--- config.mk ---
export PLATFORM = sky130hd
export DESIGN_NAME = fp_div_seq_n32_flat
export DESIGN_NICKNAME = d
export VERILOG_FILES = /design/src/rtl/fp_div_seq_n32_if.sv /design/src/rtl/fp_div_seq_n32.sv /design/src/flat_wrapper.sv
export SDC_FILE = /design/constraint.sdc
export NUM_CORES = 1
export LEC_CHECK = 0
export ABC_AREA = 1
export CAP_MARGIN = 30
export CORE_ASPECT_RATIO = 1.1
export CORE_MARGIN = 1.5
export CORE_UTILIZATION = 57
export DETAILED_ROUTE_END_ITERATION = 10
export HOLD_SLACK_MARGIN = 0.1
export PLACE_DENSITY_LB_ADDON = 0.12
export SLEW_MARGIN = 30
export SYNTH_ARGS = -nofsm -noshare
export SYNTH_HDL_FRONTEND = slang
export SYNTH_SLANG_ARGS = --single-unit
--- constraint.sdc ---
create_clock -name clk -period 4.2 [get_ports clk]
set_input_delay 0.63 -clock clk [delete_from_list [all_inputs] [get_ports clk]]
set_output_delay 0.63 -clock clk [all_outputs]
set_load 0.02 [all_outputs]
--- src/rtl/fp_div_seq_n32_if.sv ---
// Handshake and data bundle between the sequential FP divider and its neighbours.
// The master drives operands and accepts results; the slave is the divider.
interface fp_div_seq_n32_if #(
  parameter int N = 32
);
  logic         in_valid;
  logic         in_ready;
  logic [N-1:0] a;
  logic [N-1:0] b;
  logic         out_valid;
  logic         out_ready;
  logic [N-1:0] y;
  logic         flag_dz;
  logic         flag_ovf;
  logic         flag_unf;
  logic         flag_inv;

  modport master (
    output in_valid, a, b, out_ready,
    input  in_ready, out_valid, y, flag_dz, flag_ovf, flag_unf, flag_inv
  );

  modport slave (
    input  in_valid, a, b, out_ready,
    output in_ready, out_valid, y, flag_dz, flag_ovf, flag_unf, flag_inv
  );
endinterface

--- src/rtl/fp_div_seq_n32.sv ---
// Iterative IEEE 754 single-precision divider: radix-2 restoring mantissa
// division (one quotient bit per cycle) followed by round-to-nearest-even.
module fp_div_seq_n32 #(
  parameter int N    = 32,
  parameter int E    = 8,
  parameter int M    = 23,
  parameter int BIAS = 127
) (
  input  logic           clk,
  input  logic           rst_n,
  fp_div_seq_n32_if.slave bus
);
  localparam logic [N-1:0] QNAN = 32'h7FC00000;
  localparam logic [E-1:0] EMAX = '1;

  typedef enum logic [1:0] {IDLE, DIV, RND, DONE} state_t;

  state_t       state;
  logic [4:0]   cnt;
  logic [M+1:0] rem;
  logic [M+1:0] d;
  logic [M+2:0] q;
  logic         sign;
  logic [E-1:0] ea;
  logic [E-1:0] eb;
  logic [N-1:0] y_reg;
  logic         dz_reg;
  logic         ovf_reg;
  logic         unf_reg;
  logic         inv_reg;
  logic         in_ready_reg;
  logic         out_valid_reg;

  logic         a_zero, a_inf, a_nan;
  logic         b_zero, b_inf, b_nan;
  logic         sign_in;
  logic         special;
  logic         special_dz;
  logic         special_inv;
  logic [N-1:0] special_y;

  logic               ge;
  logic [M+1:0]       rem_next;
  logic [M-1:0]       mant_t;
  logic               g_bit;
  logic               s_bit;
  logic [M:0]         mant_sum;
  logic signed [9:0]  e_t;
  logic signed [9:0]  e_fin;

  assign bus.in_ready  = in_ready_reg;
  assign bus.out_valid = out_valid_reg;
  assign bus.y         = y_reg;
  assign bus.flag_dz   = dz_reg;
  assign bus.flag_ovf  = ovf_reg;
  assign bus.flag_unf  = unf_reg;
  assign bus.flag_inv  = inv_reg;

  // Operand classification; denormals are treated as zero.
  always_comb begin
    a_zero      = (bus.a[N-2:M] == '0);
    a_inf       = (bus.a[N-2:M] == EMAX) && (bus.a[M-1:0] == '0);
    a_nan       = (bus.a[N-2:M] == EMAX) && (bus.a[M-1:0] != '0);
    b_zero      = (bus.b[N-2:M] == '0);
    b_inf       = (bus.b[N-2:M] == EMAX) && (bus.b[M-1:0] == '0);
    b_nan       = (bus.b[N-2:M] == EMAX) && (bus.b[M-1:0] != '0);
    sign_in     = bus.a[N-1] ^ bus.b[N-1];
    special     = 1'b1;
    special_dz  = 1'b0;
    special_inv = 1'b0;
    special_y   = QNAN;
    if (a_nan || b_nan || (a_zero && b_zero) || (a_inf && b_inf)) begin
      special_inv = 1'b1;
    end else if (a_inf) begin
      special_y = {sign_in, EMAX, {M{1'b0}}};
    end else if (b_inf || a_zero) begin
      special_y = {sign_in, {(N-1){1'b0}}};
    end else if (b_zero) begin
      special_y  = {sign_in, EMAX, {M{1'b0}}};
      special_dz = 1'b1;
    end else begin
      special = 1'b0;
    end
  end

  // One restoring step, plus normalisation and rounding of the finished quotient.
  always_comb begin
    ge       = (rem >= d);
    rem_next = ge ? (rem - d) : rem;
    if (q[M+2]) begin
      mant_t = q[M+1:2];
      g_bit  = q[1];
      s_bit  = q[0] | (rem != '0);
      e_t    = $signed({2'b00, ea}) - $signed({2'b00, eb}) + $signed(10'(BIAS));
    end else begin
      mant_t = q[M:1];
      g_bit  = q[0];
      s_bit  = (rem != '0);
      e_t    = $signed({2'b00, ea}) - $signed({2'b00, eb}) + $signed(10'(BIAS - 1));
    end
    mant_sum = {1'b0, mant_t} + {{M{1'b0}}, (g_bit & (s_bit | mant_t[0]))};
    e_fin    = e_t + $signed({9'd0, mant_sum[M]});
  end

  always_ff @(posedge clk or negedge rst_n) begin
    if (!rst_n) begin
      state         <= IDLE;
      cnt           <= '0;
      rem           <= '0;
      d             <= '0;
      q             <= '0;
      sign          <= 1'b0;
      ea            <= '0;
      eb            <= '0;
      y_reg         <= '0;
      dz_reg        <= 1'b0;
      ovf_reg       <= 1'b0;
      unf_reg       <= 1'b0;
      inv_reg       <= 1'b0;
      in_ready_reg  <= 1'b1;
      out_valid_reg <= 1'b0;
    end else begin
      case (state)
        IDLE: begin
          if (bus.in_valid) begin
            sign         <= sign_in;
            ea           <= bus.a[N-2:M];
            eb           <= bus.b[N-2:M];
            in_ready_reg <= 1'b0;
            dz_reg       <= 1'b0;
            ovf_reg      <= 1'b0;
            unf_reg      <= 1'b0;
            inv_reg      <= 1'b0;
            if (special) begin
              y_reg         <= special_y;
              dz_reg        <= special_dz;
              inv_reg       <= special_inv;
              out_valid_reg <= 1'b1;
              state         <= DONE;
            end else begin
              rem   <= {2'b01, bus.a[M-1:0]};
              d     <= {2'b01, bus.b[M-1:0]};
              q     <= '0;
              cnt   <= '0;
              state <= DIV;
            end
          end
        end
        DIV: begin
          q   <= {q[M+1:0], ge};
          rem <= rem_next << 1;
          cnt <= cnt + 5'd1;
          if (cnt == 5'd25) begin
            state <= RND;
          end
        end
        RND: begin
          if (e_fin >= 10'sd255) begin
            y_reg   <= {sign, EMAX, {M{1'b0}}};
            ovf_reg <= 1'b1;
          end else if (e_fin <= 10'sd0) begin
            y_reg   <= {sign, {(N-1){1'b0}}};
            unf_reg <= 1'b1;
          end else begin
            y_reg <= {sign, e_fin[E-1:0], mant_sum[M-1:0]};
          end
          out_valid_reg <= 1'b1;
          state         <= DONE;
        end
        DONE: begin
          // Handshake completes here; a new accept waits for the IDLE bubble.
          if (bus.out_ready) begin
            out_valid_reg <= 1'b0;
            in_ready_reg  <= 1'b1;
            state         <= IDLE;
          end
        end
        default: state <= IDLE;
      endcase
    end
  end
endmodule

--- src/flat_wrapper.sv ---
// flat-port wrapper written by rule: the top's interface ports become plain ports
module fp_div_seq_n32_flat 
#(
  parameter int N    = 32,
  parameter int E    = 8,
  parameter int M    = 23,
  parameter int BIAS = 127
)
  (clk, rst_n, bus_in_valid, bus_a, bus_b, bus_out_ready, bus_in_ready, bus_out_valid, bus_y, bus_flag_dz, bus_flag_ovf, bus_flag_unf, bus_flag_inv);
  fp_div_seq_n32_if #(.N(N)) bus_i ();
  input  logic clk;
  input  logic rst_n;
  input wire logic [$bits(bus_i.in_valid)-1:0] bus_in_valid;
  input wire logic [$bits(bus_i.a)-1:0] bus_a;
  input wire logic [$bits(bus_i.b)-1:0] bus_b;
  input wire logic [$bits(bus_i.out_ready)-1:0] bus_out_ready;
  output wire logic [$bits(bus_i.in_ready)-1:0] bus_in_ready;
  output wire logic [$bits(bus_i.out_valid)-1:0] bus_out_valid;
  output wire logic [$bits(bus_i.y)-1:0] bus_y;
  output wire logic [$bits(bus_i.flag_dz)-1:0] bus_flag_dz;
  output wire logic [$bits(bus_i.flag_ovf)-1:0] bus_flag_ovf;
  output wire logic [$bits(bus_i.flag_unf)-1:0] bus_flag_unf;
  output wire logic [$bits(bus_i.flag_inv)-1:0] bus_flag_inv;
  assign bus_i.in_valid = bus_in_valid;
  assign bus_i.a = bus_a;
  assign bus_i.b = bus_b;
  assign bus_i.out_ready = bus_out_ready;
  assign bus_in_ready = bus_i.in_ready;
  assign bus_out_valid = bus_i.out_valid;
  assign bus_y = bus_i.y;
  assign bus_flag_dz = bus_i.flag_dz;
  assign bus_flag_ovf = bus_i.flag_ovf;
  assign bus_flag_unf = bus_i.flag_unf;
  assign bus_flag_inv = bus_i.flag_inv;
  fp_div_seq_n32 #(.N(N), .E(E), .M(M), .BIAS(BIAS)) u_core (.clk(clk), .rst_n(rst_n), .bus(bus_i));
endmodule
Yosys cells after proc, flatten, opt, wreduce, memory -nomap -nowiden
Cells that the tools add are included.
{"block": "op_classes", "n_addsub": 7, "n_mul": 0, "n_div": 0, "magnitude_cmp": 3, "eq_ne": 14, "shift": 0, "n_mux": 50, "n_bitwise": 5, "reduce_logical": 31}
{"cell": "$mux 32", "count": 6}
{"cell": "$pmux 32 s2", "count": 1}
{"cell": "$mux 31", "count": 2}
{"cell": "$mux 26", "count": 2}
{"cell": "$pmux 26 s2", "count": 1}
{"cell": "$mux 25", "count": 2}
{"cell": "$pmux 25 s2", "count": 1}
{"cell": "$logic_not 23->1", "count": 2}
{"cell": "$reduce_bool 23->1", "count": 2}
{"cell": "$ge 25x24->1", "count": 1}
{"cell": "$reduce_bool 25->1", "count": 1}
{"cell": "$add 23x1->24", "count": 1}
{"cell": "$mux 24", "count": 1}
{"cell": "$sub 24x24->24", "count": 1}
{"cell": "$mux 23", "count": 1}
{"cell": "$add 10x8->10 const B", "count": 2}
{"cell": "$mux 1", "count": 20}
{"cell": "$reduce_and 3->1", "count": 6}
{"cell": "$eq 8x8->1 const B", "count": 2}
{"cell": "$logic_not 8->1", "count": 2}
{"cell": "$add 10x2->10", "count": 1}
{"cell": "$ge 10x9->1 const B", "count": 1}
{"cell": "$le 10x1->1 const B", "count": 1}
{"cell": "$mux 10", "count": 1}
{"cell": "24 further kinds", "count": 49}
{"block": "word_totals", "regBits": 137, "latch_bits": 0, "ram_bits": 0, "mem_bits_ro": 0, "input_bits": 68, "out_inout_bits": 38, "wordCells": 125, "memories": 0}

Depth between registers and ports, before layout
Gate-level depths: netlist of the first run.
{"block": "logic_depth", "word_depth": 11, "depth_mapped": 32, "depth_no_buf": 31}

Least setup slack after synthesis of the first run
OpenSTA, ideal clock, no wires.
{"block": "synth_path", "kind": "register -> register", "from": "register u_core.q[25]", "to": "register u_core.y_reg[12], in the netlist u_core.bus.y[12]", "setup_time_ns": 0.123, "arrival_time_ns": 3.698, "required_time_ns": 4.077, "path_slack_ns": 0.378, "path_stages_with_launch": 28, "n_path_buf": 3, "synth_period_minus_slack_ns": 3.822, "path_cell_list": "dfrtp_1 > buf_4 > buf_6 > nand2_1 > o21a_1 > nand2_1 > nor2_2 > nand2_1 > nor2_2 > nand4_1 > or2_1 > nor3_4 > nand3_2 > nor2_1 > nand2_1 > nor2_1 > ha_1 > ha_1 > or2_2 > nor2_1 > nand3_1 > nor2_1 > nand3_1 > nor2_2 > nor2_8 > nand3_4 > buf_6 > o21ai_2"}
{"block": "synth_between", "elab_chain_cells": 9, "elab_cells_between_ends": 13, "cone_classes": "add/sub (2); order compare (2); mux (7); bitwise (2)"}
{"element": "from (decl)", "line": "fp_div_seq_n32.sv:22", "source": "logic [M+2:0] q;"}
{"element": "from (signal assigned)", "line": "fp_div_seq_n32.sv:150", "source": "q <= {q[M+1:0], ge};"}
{"element": "$mux 1 / $mux 23 (equally long branches)", "line": "fp_div_seq_n32.sv:90", "source": "if (q[M+2]) begin"}
{"element": "$or 1x1->1", "line": "fp_div_seq_n32.sv:101", "source": "mant_sum = {1'b0, mant_t} + {{M{1'b0}}, (g_bit & (s_bit | mant_t[0]))};"}
{"element": "$and 1x1->1", "line": "fp_div_seq_n32.sv:101"}
{"element": "$add 23x1->24", "line": "fp_div_seq_n32.sv:101"}
{"element": "$add 10x2->10", "line": "fp_div_seq_n32.sv:102", "source": "e_fin = e_t + $signed({9'd0, mant_sum[M]});"}
{"element": "$le 10x1->1", "line": "fp_div_seq_n32.sv:161", "source": "end else if (e_fin <= 10'sd0) begin"}
{"element": "$mux 31", "line": "fp_div_seq_n32.sv:161"}
{"element": "$mux 31 *", "line": "fp_div_seq_n32.sv:158", "source": "if (e_fin >= 10'sd255) begin"}
{"element": "$pmux 32 s2 *", "line": "fp_div_seq_n32.sv:123", "source": "case (state)"}
{"element": "to (signal assigned)", "line": "fp_div_seq_n32.sv:159", "source": "y_reg <= {sign, EMAX, {M{1'b0}}};"}
{"element": "to (signal assigned)", "line": "fp_div_seq_n32.sv:162", "source": "y_reg <= {sign, {(N-1){1'b0}}};"}
{"element": "to (signal assigned)", "line": "fp_div_seq_n32.sv:165", "source": "y_reg <= {sign, e_fin[E-1:0], mant_sum[M-1:0]};"}
{"element": "to (decl)", "line": "fp_div_seq_n32.sv:26", "source": "logic [N-1:0] y_reg;"}
Every way passes the cells marked *; elsewhere a longest branch is shown, timed or not.
A chain may end at the register's enable or synchronous reset.

Worst setup path in the final report of the first run
{"block": "layout_path", "from": "register u_core.q[25]", "to": "register u_core.y_reg[14], in the netlist u_core.bus.y[14]"}
Same word-level chain as after synthesis.

==> qor.yml, run 1 <==
sta:
  fin_worst_skew_ns: 0.0113
  setup_violations: 0
  fmaxAchievable_mhz: 241
  worst_slew_margin_rel: 0.518
  hold_violations: 0
  timing.hold.ws_ns: 0.209
  tightest_slew_ns: 0.723
  fin_crit_sh: 0.988
  rsz0062_at_grt: "true"
  finalSetupTns_ns: 0
  final.min_clock_period_ns: 4.15
  maxSlewViolCount: 0
clocking:
  cts.htree.levels: 4
  cts_tree: "built"
  clk_latency_ns: 0.43
  cts_buffer_depth: 2
  cts_hold_buf: 0
  clkSinkCount: 137
  cts-buffers-inserted: 17
  cts-root-buf: "clkbuf_16"
  path_clk_slew_ns: 0.06
status:
  outcome: "finished, final reports clean"
global_routing:
  grt_pass1_vias: 8147
  antenna_found_initial: 0
  grt_first_pass_wirelength_um: 37600
  track_usage: 0.273
  grt_remaining_overflow: 0
  grt_max_degree: 80
routing:
  antenna_left: 0
  vias_per_cell: 5.44
  first_pass_iters: 5
  drt_iter0_markers: 442
  via_count: 8687
  wirelength_um: 22800
  drc: 0
  routedWlPerCell_um: 14.3
synth:
  syn_inst: 1260
  synth_nets: 1373
  synth_top_cell_area_share: 0.368
  yosys.area.top_type: "dfrtp_1"
  ys.flop_type: "dfrtp_1"
  netlist_area_um2: 9240
  synth-edff-count: 0
  synth_common_cells: "nand2_1 (277), inv_1 (168), dfrtp_1 (136)"
  synth_seq_area_share: 0.371
  syn_area_per_cell_um2: 7.33
  synth.distinct_cells: 49
  synth_most_common_cell: "nand2_1"
  synthTopCellsByArea: "dfrtp_1 (37%), nand2_1 (11%), inv_1 (6.8%)"
  synthArstFlopShare: 1.00
  ys_warn_count: 0
  synth.ff_latch_count: 137
pwr:
  power_density_nw_per_um2: 858
  power.leakage_uw: 0.00528
  irDropWorstVdd_mv: 0.410
layout:
  multi_input_area_um2: 5120
  largest_reg_flops: 32
  drive_above_1_share: 0.122
  n_antenna_cell: 0
  nets: 1497
  finalNonFillerCells: 1597
  register_area_um2: 3430
  fillCellCount: 1345
  area_growth_pct: 24.1
  fin_area_um2: 11500
setup_path:
  critPathMostFrequentCell: "nand2_2"
  slowest_delay_ns: 0.44
  cp.required_ns: 4.56
  critPathArrivalTime_ns: 4.51
  cp-end-kind: "flip-flop"
  path_max_fanout: 7
  cp-start-kind: "flip-flop"
  criticalPathCategory: "reg -> reg"
  crit_slowest_cell: "dfrtp_2"
die:
  die-area_um2: 17000
  chipHeight_um: 137
  io_pins: 106
  start_util: 0.585
  core_um2: 15800
  die_w_um: 124
  rows: 48
hold_path:
  hp-class: "in -> async"
placement:
  dp_hpwl_um: 16700
  gp_congestion: 0.945
  port_buffers: 105
  dp_cells: 1547
  place_area_um2: 10500
job:
  drv_cap: 0
## repair_timing
item | 4_1_cts | 5_1_grt
setup endpoints to repair | 9 | 32
buffers inserted | 0 | 17
pin swaps | 0 | 29
gates resized for setup | 1 | 43
gates cloned | 0 | 1
## worst paths after layout
check	endpoint	slack (ns)	cells past startpoint	from
hold reg to reg	u_core.d[23]$_DFFE_PN0P_	0.46	2	u_core.d[23]$_DFFE_PN0P_
setup / recovery	u_core.bus.y[14]$_DFFE_PN0P_	0.05	30	u_core.q[25]$_DFFE_PN0P_
hold / removal	u_core.eb[6]$_DFFE_PN0P_	0.21	1	rst_n
setup reg to reg	u_core.bus.y[14]$_DFFE_PN0P_	0.05	30	u_core.q[25]$_DFFE_PN0P_
min in group clk	u_core.d[23]$_DFFE_PN0P_	0.46	2	u_core.d[23]$_DFFE_PN0P_
max in group asynchronous	u_core.d[10]$_DFFE_PN0P_	3.10	2	rst_n
## cell usage in the layout, fill, tap and decap left out, drive strengths merged, types with 2 or more instances in the layout
cell type / netlist / layout
a21oi: 100 / 100
o21ai: 133 / 133
clkbuf: 26 / 19
nand4: 27 / 27
o31ai: 2 / 2
mux2: 7 / 7
o211ai: 6 / 6
clkdlybuf4s50: 0 / 104
a21o: 6 / 6
xor2: 18 / 18
ha: 44 / 44
nor2: 106 / 106
dfrtp: 136 / 136
clkinvlp: 0 / 2
o21a: 3 / 3
o22ai: 28 / 28
buf: 13 / 39
nor4: 15 / 15
nand3: 55 / 56
a31oi: 2 / 2
inv: 177 / 182
clkinv: 1 / 3
bufinv: 0 / 4
nand2: 297 / 297
xnor2: 22 / 22
or2: 5 / 5
nand3b: 7 / 7
nor3: 18 / 18
## logic make-up (layout without fill, tap and decap cells)
group,count (synthesis),in the layout,synth area share
flip-flops,137,137,0.371
AO/OA/AOI/OAI,283,283,0.170
AND/OR/NAND/NOR,531,532,0.258
buffers and inverters,217,353,0.0924
XOR/XNOR,40,40,0.0379
multiplexers,7,7,0.00853
adder cells (fa/ha/maj),45,45,0.0618
## report_power, final
part           switching, uW  internal (uW)  total, uW  leakage [uW]
registers                286           1720       2010       0.00171
logic                   3980           2250       6230       0.00327
clock network            605           1000       1610      0.000299
total                   4870           4970       9840       0.00528
## per-layer routing
metal  global-route usage  up-vias  part of all wire
met4                0.109        0             0.025
met2                0.482      231              0.50
met1                0.335     4002              0.44
met3               0.0477       49             0.039
met5                    0        -                 0
li1                     -     4405                 -
## final cells by class
type                            instances  area share
Timing Repair Buffer                  143       0.120
Clock inverter                         13      0.0165
Inverter                              178      0.0585
Tap cell                              200      0.0218
Sequential cell                       137       0.299
Multi-Input combinational cell        907       0.447
Clock buffer                           19      0.0378
## critical path: cells and delay by family (launching register included)
| kind | cells | cell delay (ns) |
|---|---|---|
| simple gates | 24 | 2.85 |
| flops | 1 | 0.44 |
| buf+inv | 3 | 0.35 |
| compound gates | 2 | 0.26 |
| fa+ha+maj | 1 | 0.18 |
## per-stage QoR
stage | total power [uW] | utilization | worst slack (ns)
global placement | 7680 | 0.666 | 0.0833
detailed placement | 7790 | 0.666 | -0.0207
global route | 10700 | 0.726 | -0.210
CTS | 9470 | 0.706 | 0.0270
floorplan | 6460 | - | 0.378
finish | 9840 | 0.726 | 0.0498
No activity file was read; power rests on OpenSTA's default activity.
==> inputs of run 2 (changes only) <==
--- a/config.mk
+++ b/config.mk
@@ -13,6 +13,7 @@
 export DETAILED_ROUTE_END_ITERATION = 10
 export HOLD_SLACK_MARGIN = 0.1
 export PLACE_DENSITY_LB_ADDON = 0.12
+export RECOVER_POWER = 100
 export SLEW_MARGIN = 30
 export SYNTH_ARGS = -nofsm -noshare
 export SYNTH_HDL_FRONTEND = slang
==> qor.yml, run 2 (same netlist as run 1, synthesis figures left out) <==
layout:
  largest_reg_flops: 32
  nets: 1497
  finalNonFillerCells: 1597
  postLayoutCoreUtil: 0.723
  layout_commonest_cell: "nand2_1"
  area_growth_pct: 23.6
  n_antenna_cell: 0
  drive_above_1_share: 0.117
  most-common-layout-cells: "nand2_1 (271), inv_1 (166), dfrtp_1 (135)"
clocking:
  cts_hold_buf: 0
  clkSinkCount: 137
  path_clk_slew_ns: 0.06
  cts_buffer_depth: 2
  cts.htree.levels: 4
  cts-root-buf: "clkbuf_16"
  cts_tree: "built"
  cts-buffers-inserted: 17
  clk_latency_ns: 0.43
sta:
  final.min_clock_period_ns: 4.15
  finalSetupTns_ns: 0
  hold_violations: 0
  setup_violations: 0
  rsz0062_at_grt: "true"
  timing.hold.ws_ns: 0.463
  tightest_slew_ns: 1.95
  fin_worst_skew_ns: 0.0103
  fin_crit_sh: 0.989
  fmaxAchievable_mhz: 241
  maxSlewViolCount: 142
  worst_slew_margin_rel: -0.297
routing:
  antenna_left: 0
  routedWlPerCell_um: 14.2
  via_count: 8678
  wirelength_um: 22700
  drc: 0
  first_pass_iters: 5
  drt_iter0_markers: 511
  vias_per_cell: 5.43
placement:
  port_buffers: 105
  dp_hpwl_um: 16700
  gp_congestion: 0.945
  dp_cells: 1547
die:
  die_w_um: 124
  core_um2: 15800
  die-area_um2: 17000
  rows: 48
  start_util: 0.585
  io_pins: 106
  chipHeight_um: 137
setup_path:
  critPathArrivalTime_ns: 4.51
  crit_slowest_cell: "dfrtp_2"
  cp-start-kind: "flip-flop"
  critPathMostFrequentCell: "nand2_2"
  crit_family: "simple AND/OR/NAND/NOR gates"
  slowest_delay_ns: 0.44
  cp.required_ns: 4.56
  path_max_fanout: 7
  cp-end-kind: "flip-flop"
  criticalPathCategory: "reg -> reg"
  crit_buf_inv: 3
global_routing:
  grt_max_degree: 80
  grt_remaining_overflow: 0
  antenna_found_initial: 0
  grt_first_pass_wirelength_um: 37600
  grt_pass1_vias: 8147
  track_usage: 0.273
job:
  drv_cap: 3
status:
  outcome: "finished, violations left"
  violations: "max-capacitance violations, max-slew violations"
pwr:
  power.leakage_uw: 0.00531
  power_density_nw_per_um2: 855
  irDropWorstVdd_mv: 0.410
hold_path:
  hp-class: "reg -> reg"
run 2: cell types whose count changed in the layout (fill, tap and decap cells not counted), moves of 4 or more:
cell,change
buf_4,-7
clkbuf_1,+4
clkbuf_2,+5
clkdlybuf4s50_1,-39
dlygate4sd3_1,+39
run 2: worst paths after layout:
check / slack [ns] / cells past startpoint / from / to
worst min register to register: 0.46 / 2 / u_core.d[23]$_DFFE_PN0P_ / u_core.d[23]$_DFFE_PN0P_
worst max-delay path: 0.05 / 30 / u_core.q[25]$_DFFE_PN0P_ / u_core.bus.y[14]$_DFFE_PN0P_
worst max register to register: 0.05 / 30 / u_core.q[25]$_DFFE_PN0P_ / u_core.bus.y[14]$_DFFE_PN0P_
max in group asynchronous: 1.15 / 2 / rst_n / u_core.d[10]$_DFFE_PN0P_
min in group asynchronous: 0.72 / 1 / rst_n / u_core.eb[6]$_DFFE_PN0P_
worst min-delay path: 0.46 / 2 / u_core.d[23]$_DFFE_PN0P_ / u_core.d[23]$_DFFE_PN0P_
run 2: what timing repair did:
action                     CTS  global route
setup endpoints to repair    9            32
pin swaps                    0            29
resized for setup            1            43
cloned                       0             1
setup buffers                0            17
run 2: cell type report:
cell class | count | area, um2
sequential | 137 | 3430
fill | 1360 | 4380
multi-input combinational | 907 | 5110
tap | 200 | 250
clock buffer | 19 | 433
clock inverter | 13 | 189
inverter | 178 | 671
timing repair buffer | 143 | 1330
run 2: worst min-delay path, cell delays in order, from the launching register on:
cell and delay (ns):
dfrtp_1 0.33, inv_1 0.05, nand2_1 0.05
run 2: metal layers:
layer	vias to the layer above	GRT usage	wire (um)
li1	4416	-	-
met1	4039	0.335	10100
met2	179	0.482	11400
met3	44	0.0477	707
met4	0	0.109	548
met5	-	0	0
run 2: metrics by stage:
stage / instance area (um2) / power (uW) / setup slack [ns]
final: 11400 / 9750 / 0.0479
after global placement: 10500 / 7680 / 0.0833
after detailed placement: 10500 / 7790 / -0.0207
after CTS: 11100 / 9470 / 0.0270
after floorplan: 9240 / 6460 / 0.378
after global routing: 11400 / 10700 / -0.210
run 2: report_power, final:
part           switching (uW)  internal, uW  total (uW)
Clock                     604          1000        1600
Combinational            3970          2170        6140
Sequential                282          1720        2000
